### src/rtl/video_mode_gen_if.sv
// ---------------------------------------------------------------------------
// video_mode_gen_if
// Bundles the pixel-source handshake and the VGA output bus of video_mode_gen.
//   test_picture            : selects the internal test pattern
//   red/green/blue_byte     : show-ahead source pixel
//   fetch_next              : source pixel consumed, advance the source
//   line_repeat             : source rewinds to the start of the current line
//   fifo_reset              : start of vertical blank, source restarts frame
//   vga_hsync/vga_vsync     : sync pulses (polarity set by the generator)
//   vga_blank/vga_vblank    : combined blank / vertical blank, active high
//   vga_r/vga_g/vga_b       : pixel colour
// master = the generator, slave = the pixel source / display side.
// ---------------------------------------------------------------------------
interface video_mode_gen_if;
  logic       test_picture;
  logic [7:0] red_byte;
  logic [7:0] green_byte;
  logic [7:0] blue_byte;
  logic       fetch_next;
  logic       line_repeat;
  logic       fifo_reset;
  logic       vga_hsync;
  logic       vga_vsync;
  logic       vga_blank;
  logic       vga_vblank;
  logic [7:0] vga_r;
  logic [7:0] vga_g;
  logic [7:0] vga_b;

  modport master (
    input  test_picture, red_byte, green_byte, blue_byte,
    output fetch_next, line_repeat, fifo_reset,
    output vga_hsync, vga_vsync, vga_blank, vga_vblank,
    output vga_r, vga_g, vga_b
  );

  modport slave (
    output test_picture, red_byte, green_byte, blue_byte,
    input  fetch_next, line_repeat, fifo_reset,
    input  vga_hsync, vga_vsync, vga_blank, vga_vblank,
    input  vga_r, vga_g, vga_b
  );
endinterface

### src/rtl/video_mode_gen.sv
// ---------------------------------------------------------------------------
// video_mode_gen
// Programmable VGA-style timing generator with integer pixel/line scaling.
// Walks a raster of FRAME_X x FRAME_Y pixel clocks, pulls pixels from a
// show-ahead source (fetch_next / line_repeat / fifo_reset) and drives
// registered sync, blank and colour outputs one cycle after the raster
// position that produced them.
// Ports:
//   clk_pixel : pixel clock, sole clock
//   reset     : synchronous, active-high reset
//   vid       : video_mode_gen_if.master (source handshake + VGA bus)
// ---------------------------------------------------------------------------
module video_mode_gen #(
  parameter int H_ACTIVE  = 640,
  parameter int H_FP      = 16,
  parameter int H_SYNC    = 96,
  parameter int H_BP      = 48,
  parameter int V_ACTIVE  = 480,
  parameter int V_FP      = 10,
  parameter int V_SYNC    = 2,
  parameter int V_BP      = 33,
  parameter bit HSYNC_POL = 1'b0,
  parameter bit VSYNC_POL = 1'b0,
  parameter int SCALE_X   = 1,
  parameter int SCALE_Y   = 1
) (
  input  logic              clk_pixel,
  input  logic              reset,
  video_mode_gen_if.master  vid
);

  localparam int FRAME_X  = H_ACTIVE + H_FP + H_SYNC + H_BP;
  localparam int FRAME_Y  = V_ACTIVE + V_FP + V_SYNC + V_BP;
  localparam int CXW      = $clog2(FRAME_X);
  localparam int CYW      = $clog2(FRAME_Y);
  localparam int HS_START = H_ACTIVE + H_FP;
  localparam int HS_END   = HS_START + H_SYNC;
  localparam int VS_START = V_ACTIVE + V_FP;
  localparam int VS_END   = VS_START + V_SYNC;

  logic [CXW-1:0] r_cx;
  logic [CYW-1:0] r_cy;
  logic [23:0]    r_pix;
  logic           r_hsync;
  logic           r_vsync;
  logic           r_blank;
  logic           r_vblank;
  logic [23:0]    r_rgb;

  // Counters widened to 32 bits so every comparison against the integer
  // timing parameters is full width, even when a boundary equals FRAME_X.
  logic [31:0]    w_x;
  logic [31:0]    w_y;
  logic           w_active;
  logic           w_fetch;
  logic           w_line_rep;
  logic           w_fifo_rst;
  logic           w_hs_on;
  logic           w_vs_on;
  logic [23:0]    w_src;
  logic [23:0]    w_pattern;

  assign w_x = 32'(r_cx);
  assign w_y = 32'(r_cy);

  assign w_active   = (w_x < H_ACTIVE) && (w_y < V_ACTIVE);
  assign w_fetch    = w_active && ((w_x % SCALE_X) == 0) && !reset;
  // The source replays a line SCALE_Y times; every copy but the last rewinds.
  assign w_line_rep = (w_x == H_ACTIVE) && (w_y < V_ACTIVE) &&
                      ((w_y % SCALE_Y) != (SCALE_Y - 1)) && !reset;
  assign w_fifo_rst = (w_x == 0) && (w_y == V_ACTIVE) && !reset;
  assign w_hs_on    = (w_x >= HS_START) && (w_x < HS_END);
  assign w_vs_on    = (w_y >= VS_START) && (w_y < VS_END);

  // A pixel fetched this cycle is shown on the very next output cycle, so the
  // colour path bypasses the pixel register on a fetch.
  assign w_src      = w_fetch ? {vid.red_byte, vid.green_byte, vid.blue_byte} : r_pix;
  assign w_pattern  = {w_x[7:0], w_y[7:0], {8{w_x[4] ^ w_y[4]}}};

  assign vid.fetch_next  = w_fetch;
  assign vid.line_repeat = w_line_rep;
  assign vid.fifo_reset  = w_fifo_rst;
  assign vid.vga_hsync   = r_hsync;
  assign vid.vga_vsync   = r_vsync;
  assign vid.vga_blank   = r_blank;
  assign vid.vga_vblank  = r_vblank;
  assign vid.vga_r       = r_rgb[23:16];
  assign vid.vga_g       = r_rgb[15:8];
  assign vid.vga_b       = r_rgb[7:0];

  // Raster position.
  // NOTE: sequential state uses non-blocking assignments so every register
  // samples the pre-edge values of the others, independent of block order.
  always_ff @(posedge clk_pixel) begin
    if (reset) begin
      r_cx <= '0;
      r_cy <= '0;
    end else if (w_x == FRAME_X - 1) begin
      r_cx <= '0;
      r_cy <= (w_y == FRAME_Y - 1) ? '0 : r_cy + CYW'(1);
    end else begin
      r_cx <= r_cx + CXW'(1);
    end
  end

  // Pixel register: holds the fetched pixel for the SCALE_X cycles it covers.
  always_ff @(posedge clk_pixel) begin
    if (reset) begin
      r_pix <= '0;
    end else if (w_fetch) begin
      r_pix <= {vid.red_byte, vid.green_byte, vid.blue_byte};
    end
  end

  // Registered video outputs, one cycle behind (cx, cy). Everything is decoded
  // from the counters, so test_picture switching cannot disturb sync/blank.
  always_ff @(posedge clk_pixel) begin
    if (reset) begin
      r_hsync  <= ~HSYNC_POL;
      r_vsync  <= ~VSYNC_POL;
      r_blank  <= 1'b1;
      r_vblank <= 1'b0;
      r_rgb    <= '0;
    end else begin
      r_hsync  <= w_hs_on ? HSYNC_POL : ~HSYNC_POL;
      r_vsync  <= w_vs_on ? VSYNC_POL : ~VSYNC_POL;
      r_blank  <= ~w_active;
      r_vblank <= (w_y >= V_ACTIVE);
      if (!w_active) begin
        r_rgb <= '0;
      end else if (vid.test_picture) begin
        r_rgb <= w_pattern;
      end else begin
        r_rgb <= w_src;
      end
    end
  end

endmodule

### src/flat_wrapper.sv
// flat-port wrapper written by rule: the top's interface ports become plain ports
module video_mode_gen_flat 
#(
  parameter int H_ACTIVE  = 640,
  parameter int H_FP      = 16,
  parameter int H_SYNC    = 96,
  parameter int H_BP      = 48,
  parameter int V_ACTIVE  = 480,
  parameter int V_FP      = 10,
  parameter int V_SYNC    = 2,
  parameter int V_BP      = 33,
  parameter bit HSYNC_POL = 1'b0,
  parameter bit VSYNC_POL = 1'b0,
  parameter int SCALE_X   = 1,
  parameter int SCALE_Y   = 1
)
  (clk_pixel, reset, vid_test_picture, vid_red_byte, vid_green_byte, vid_blue_byte, vid_fetch_next, vid_line_repeat, vid_fifo_reset, vid_vga_hsync, vid_vga_vsync, vid_vga_blank, vid_vga_vblank, vid_vga_r, vid_vga_g, vid_vga_b);
  video_mode_gen_if vid_i ();
  input  logic clk_pixel;
  input  logic reset;
  input wire logic [$bits(vid_i.test_picture)-1:0] vid_test_picture;
  input wire logic [$bits(vid_i.red_byte)-1:0] vid_red_byte;
  input wire logic [$bits(vid_i.green_byte)-1:0] vid_green_byte;
  input wire logic [$bits(vid_i.blue_byte)-1:0] vid_blue_byte;
  output wire logic [$bits(vid_i.fetch_next)-1:0] vid_fetch_next;
  output wire logic [$bits(vid_i.line_repeat)-1:0] vid_line_repeat;
  output wire logic [$bits(vid_i.fifo_reset)-1:0] vid_fifo_reset;
  output wire logic [$bits(vid_i.vga_hsync)-1:0] vid_vga_hsync;
  output wire logic [$bits(vid_i.vga_vsync)-1:0] vid_vga_vsync;
  output wire logic [$bits(vid_i.vga_blank)-1:0] vid_vga_blank;
  output wire logic [$bits(vid_i.vga_vblank)-1:0] vid_vga_vblank;
  output wire logic [$bits(vid_i.vga_r)-1:0] vid_vga_r;
  output wire logic [$bits(vid_i.vga_g)-1:0] vid_vga_g;
  output wire logic [$bits(vid_i.vga_b)-1:0] vid_vga_b;
  assign vid_i.test_picture = vid_test_picture;
  assign vid_i.red_byte = vid_red_byte;
  assign vid_i.green_byte = vid_green_byte;
  assign vid_i.blue_byte = vid_blue_byte;
  assign vid_fetch_next = vid_i.fetch_next;
  assign vid_line_repeat = vid_i.line_repeat;
  assign vid_fifo_reset = vid_i.fifo_reset;
  assign vid_vga_hsync = vid_i.vga_hsync;
  assign vid_vga_vsync = vid_i.vga_vsync;
  assign vid_vga_blank = vid_i.vga_blank;
  assign vid_vga_vblank = vid_i.vga_vblank;
  assign vid_vga_r = vid_i.vga_r;
  assign vid_vga_g = vid_i.vga_g;
  assign vid_vga_b = vid_i.vga_b;
  video_mode_gen #(.H_ACTIVE(H_ACTIVE), .H_FP(H_FP), .H_SYNC(H_SYNC), .H_BP(H_BP), .V_ACTIVE(V_ACTIVE), .V_FP(V_FP), .V_SYNC(V_SYNC), .V_BP(V_BP), .HSYNC_POL(HSYNC_POL), .VSYNC_POL(VSYNC_POL), .SCALE_X(SCALE_X), .SCALE_Y(SCALE_Y)) u_core (.clk_pixel(clk_pixel), .reset(reset), .vid(vid_i));
endmodule
### config.mk
export PLATFORM = sky130hd
export DESIGN_NAME = video_mode_gen_flat
export DESIGN_NICKNAME = d
export VERILOG_FILES = /design/src/rtl/video_mode_gen_if.sv /design/src/rtl/video_mode_gen.sv /design/src/flat_wrapper.sv
export SDC_FILE = /design/constraint.sdc
export NUM_CORES = 1
export LEC_CHECK = 0
export CAP_MARGIN = 5
export CORE_MARGIN = 8
export CORE_UTILIZATION = 47
export CTS_CLUSTER_DIAMETER = 30
export DETAILED_ROUTE_END_ITERATION = 6
export PLACE_DENSITY = 0.79
export SLEW_MARGIN = 20
export SYNTH_ARGS = -nofsm -noshare
export SYNTH_HDL_FRONTEND = slang
export SYNTH_SLANG_ARGS = --single-unit
export TNS_END_PERCENT = 50
### constraint.sdc
create_clock -name clk_pixel -period 4.75 [get_ports clk_pixel]
set_input_delay 0.7125 -clock clk_pixel [delete_from_list [all_inputs] [get_ports clk_pixel]]
set_output_delay 0.7125 -clock clk_pixel [all_outputs]
set_load 0.005 [all_outputs]
* After elaboration in Yosys (flattened, before gate mapping)
Cells that the tools add are included.
** Operators by class
- Bitwise logic cells :: 2
- Muxes and demuxes :: 5
- Reductions and logical operators :: 10
- Add/subtract/negate cells :: 2
- Eq/ne operators :: 3
- Magnitude comparators :: 7
** Operators with widths (count)
- two-way mux 24 bit :: 2
- zero test 32 bit :: 1
- adder 10 x 1 -> 10 bit, second input constant :: 2
- == test 10 bit, second input constant :: 2
- greater-or-equal comparator 10 x 9 -> 1 bit, second input constant :: 2
- less-than comparator 10 bit, second input constant :: 2
- less-than comparator 10 x 9 -> 1 bit, second input constant :: 2
- == test 10 x 9 -> 1 bit, second input constant :: 1
- greater-or-equal comparator 10 bit, second input constant :: 1
- two-way mux 10 bit :: 1
- logical AND 1 bit :: 6
- OR reduction 2 bit :: 2
- two-way mux 1 bit :: 2
- zero test 1 bit :: 1
- NOT 1 bit :: 1
- XOR 1 bit :: 1
** Storage, ports and cells
- Flip-flop bits (word level) :: 72
- Output and inout port bits :: 31
- Word-level logic and storage cells :: 37
- Input bits :: 27

* Longest topological paths before layout
- Depth after elaboration :: 5
- Gate-level depth with buffers :: 7
- Gate-level depth less buffers :: 6

* Worst setup path before layout
No wires, ideal clock.
- Kind :: input port to output port
- From :: input port reset
- To :: output port vid_fetch_next
- Setup slack :: 2444 ps
- Path buffers :: 3
- Data required time :: 4038 ps
- Cell stages on the path :: 5
- Data arrival time :: 1593 ps
- Cell sequence :: clkbuf_1 > or4b_1 > buf_2 > clkinv_4 > buf_6
** Between the ends
- Cells in the longest elaborated chain, start to end :: 2
** RTL lines
- start: declaration :: RTL line flat_wrapper.sv:20 : input logic reset;
- zero test 1 bit
- logical AND 1 bit :: RTL line video_mode_gen.sv:67 : assign w_fetch = w_active && ((w_x % SCALE_X) == 0) && !reset;
- end: declaration :: RTL line flat_wrapper.sv:25 : output wire logic [$bits(vid_i.fetch_next)-1:0] vid_fetch_next;
No other way between the ends.

* Final worst setup path
Ends and elaborated chain as after synthesis.

==> reports/results.ini <==
[status]
run_status=finished clean

[cells_and_area]
post-route-util=0.627
fill_cells=367
diodes=0
drive_gt1_frac=0.0494
areaGrowthSynthToFinish_pct=31.4
finish.instance_area_sq_um=2670
instances_no_fill=315
num-nets-final=294

[clocking]
cts_setup_buffers=0
tritoncts.num_buffers=5
clkSinkCount=48
postCtsHoldBufs=0
worst_setup_hold_path_clk_slew_ns=0.08
later_pin_clock_latency_in_the_skew_report_ns=0.30
clock_tree.htree_level_count=2
cts_tree=done
cts-root-buf=clkbuf_8
cts.path.max_buffers=2
cts-resized-gates=0

[floorplan]
placement_rows=24
num_io_pins=58
start_util=0.477
chipWidth_um=81.8
core_area_sq_um=4260
dieHeight_um=81.8
floorplan.die_area_sq_um=6690

[global_route]
antenna_violations_before_repair=0
vias_in_the_first_global_route=1580
wire_length_of_the_first_global_routing_pass_um=7250
globalRouteTotalUtil=0.137
grt.overflow.total=0
grt_start_max_net_pins=27

[power]
cellLeakagePower_nw=1.06
vdd.ir_drop.worst_mv=0.155
power_dens_cells_nw_per_um2=291

[synth]
synth_cells=216
netlist-cell-type-count=34
netlist_top_cells_count=48 x dfxtp_1, 35 x nor2_1, 19 x mux2i_1
parity_gate_share_of_the_synthesized_area_counting_xor_and_xnor_cells=0.0560
synth_top_family_by_area=simple AND/OR/NAND/NOR gates
synth_largest_type_area_fraction=0.473
synthesis.area_per_instance_sq_um=9.41
synth_fp_nets=248
synth_edf_count=0
netlist_area_sq_um=2030
synth-compound-area-share=0.0492
synth_async_sr_flop_share=0
yosys.area_share.adder=0.0308
synth_flop_cell=dfxtp_1
yosysMostFrequentCell=dfxtp_1
synth_largest_area_cell=dfxtp_1
synth_top_cells_by_area=dfxtp_1 47%, mux2i_1 9.4%, nor2_1 6.5%
ys_seq_elements=48
synthMuxAreaShare=0.0935
yosys_warnings=0
synth_sequential_area_ratio=0.473
post_synth_and_or_nand_nor_area_fraction=0.233

[min_path]
path_class_of_the_lowest_slack_min_delay_path=flip-flop to flip-flop
worstHoldStart=u_core.r_cy[8]$_SDFFE_PP0N_

[sta]
worstMarginPinSlew_ns=0.978
min_period_ns=3.67
finalMaxSlewViolations=0
finalSetupTns_ns=0
layout_worst_path_cycle_share=0.772
rsz0062_at_grt=no
setup_ws_ns=1.08
max_freq_mhz=273
slew-limit-headroom=0.348
skew_ns=0.00539
report.final.hold_viol_count=0
final-setup-viol-count=0

[drt]
wirelength_um=4360
avgViaCountPerCell=5.00
antenna_violating_nets_post_route=0
detail_route.drc_violations=0
wl_per_cell_um=13.9
drt_pass1_iterations=6
drt_iter0_drc=74
vias=1574

[placed_design]
dpl.cell_count=307
place_worst_setup_slack_ns=1.09
standard_cell_area_after_detailed_placement_sq_um=2560
dp_hpwl_um=3130
i_o_buffers=56
gpl.final_weighted_congestion=0.783

[critical_path]
cp_data_required_time_ns=4.04
reg_to_reg_startpoint=u_core.r_cx[0]$_SDFF_PP0_
cp.arrival_ns=2.95
max_fanout_on_critical_path=26
startpoint=reset
critPathLaunchType=input pin
critPathKind=input pin to output pin
critical_path_end_type=output pin

[run]
maxCapViolations=0

layer usage:
layer / global-route usage / routed length, um / share of wire
met5: 0 / 0 / 0
met4: 0.0596 / 70 / 0.016
met3: 0.0438 / 348 / 0.080
met2: 0.210 / 1910 / 0.44
met1: 0.174 / 2030 / 0.47
sequential cells by signal, indices dropped and copies added (netlist names):
| name | cells |
|---|---|
| u_core.vid.vga_vsync | 1 |
| u_core.r_cy | 10 |
| u_core.r_cx | 10 |
| u_core.vid.vga_blank | 1 |
| u_core.vid.vga_hsync | 1 |
| u_core.vid.vga_vblank | 1 |
| u_core.r_rgb | 24 |
critical path, cell delays in order:
cell and delay [ns]:
clkdlybuf4s50_1 0.58, or4b_1 1.02, clkinv_4 0.12, clkdlybuf4s50_1 0.51
cell families after synthesis:
group,count (synthesis)
AO/OA/AOI/OAI,18
XOR/XNOR,13
adder cells (fa/ha/maj),5
buffers and inverters,24
flip-flops,48
multiplexers,19
other,1
AND/OR/NAND/NOR,88
metrics by stage:
stage                     power (mW)  hold WS (ns)
final                          0.778         0.505
after global routing           0.811         0.530
after CTS                      0.786         0.504
after detailed placement       0.503         0.490
after global placement         0.502         0.481
after floorplan                0.461         0.446
where the power goes:
group	switching [mW]	leakage (nW)	total [mW]	internal, mW
Combinational	0.0263	0.610	0.0740	0.0477
Sequential	0.00535	0.392	0.419	0.413
Clock	0.129	0.0552	0.285	0.156
Total	0.161	1.06	0.778	0.617
layout by cell type, fill, tap and decap left out, types with 3 or more instances in the layout:
master / netlist / final
inv_1: 5 / 5
dfxtp_1: 48 / 48
nor4_1: 3 / 3
clkdlybuf4s50_1: 0 / 56
or3_1: 5 / 5
nor2_1: 35 / 35
and3_1: 3 / 3
ha_1: 5 / 5
nand2b_1: 10 / 10
clkbuf_8: 0 / 5
nand2_1: 7 / 7
nand3_1: 7 / 7
xor2_1: 9 / 9
and4_1: 4 / 4
xnor2_1: 4 / 4
mux2i_1: 19 / 19
nand4_1: 4 / 4
o21ai_0: 4 / 4
a21oi_1: 12 / 12
path summary, 6_finish.rpt:
| kind | end | slack (ns) | cells after the start |
|---|---|---|---|
| worst max-delay path | vid_fetch_next | 1.08 | 4 |
| worst min-delay path | u_core.r_cy[8]$_SDFFE_PP0N_ | 0.50 | 2 |
| worst max register to register | u_core.r_cy[2]$_SDFFE_PP0N_ | 2.84 | 5 |
| worst min register to register | u_core.r_cy[8]$_SDFFE_PP0N_ | 0.50 | 2 |
area by class of cell:
cell class	instances	area, sq um	share of cell area
sequential	48	961	0.360
multi-input combinational	144	943	0.353
timing repair buffer	57	568	0.213
clock buffer	6	72.6	0.0272
tap	52	65.1	0.0243
clock inverter	2	35.0	0.0131
inverter	6	27.5	0.0103
Note: power is estimated with default switching activity, not from simulation.
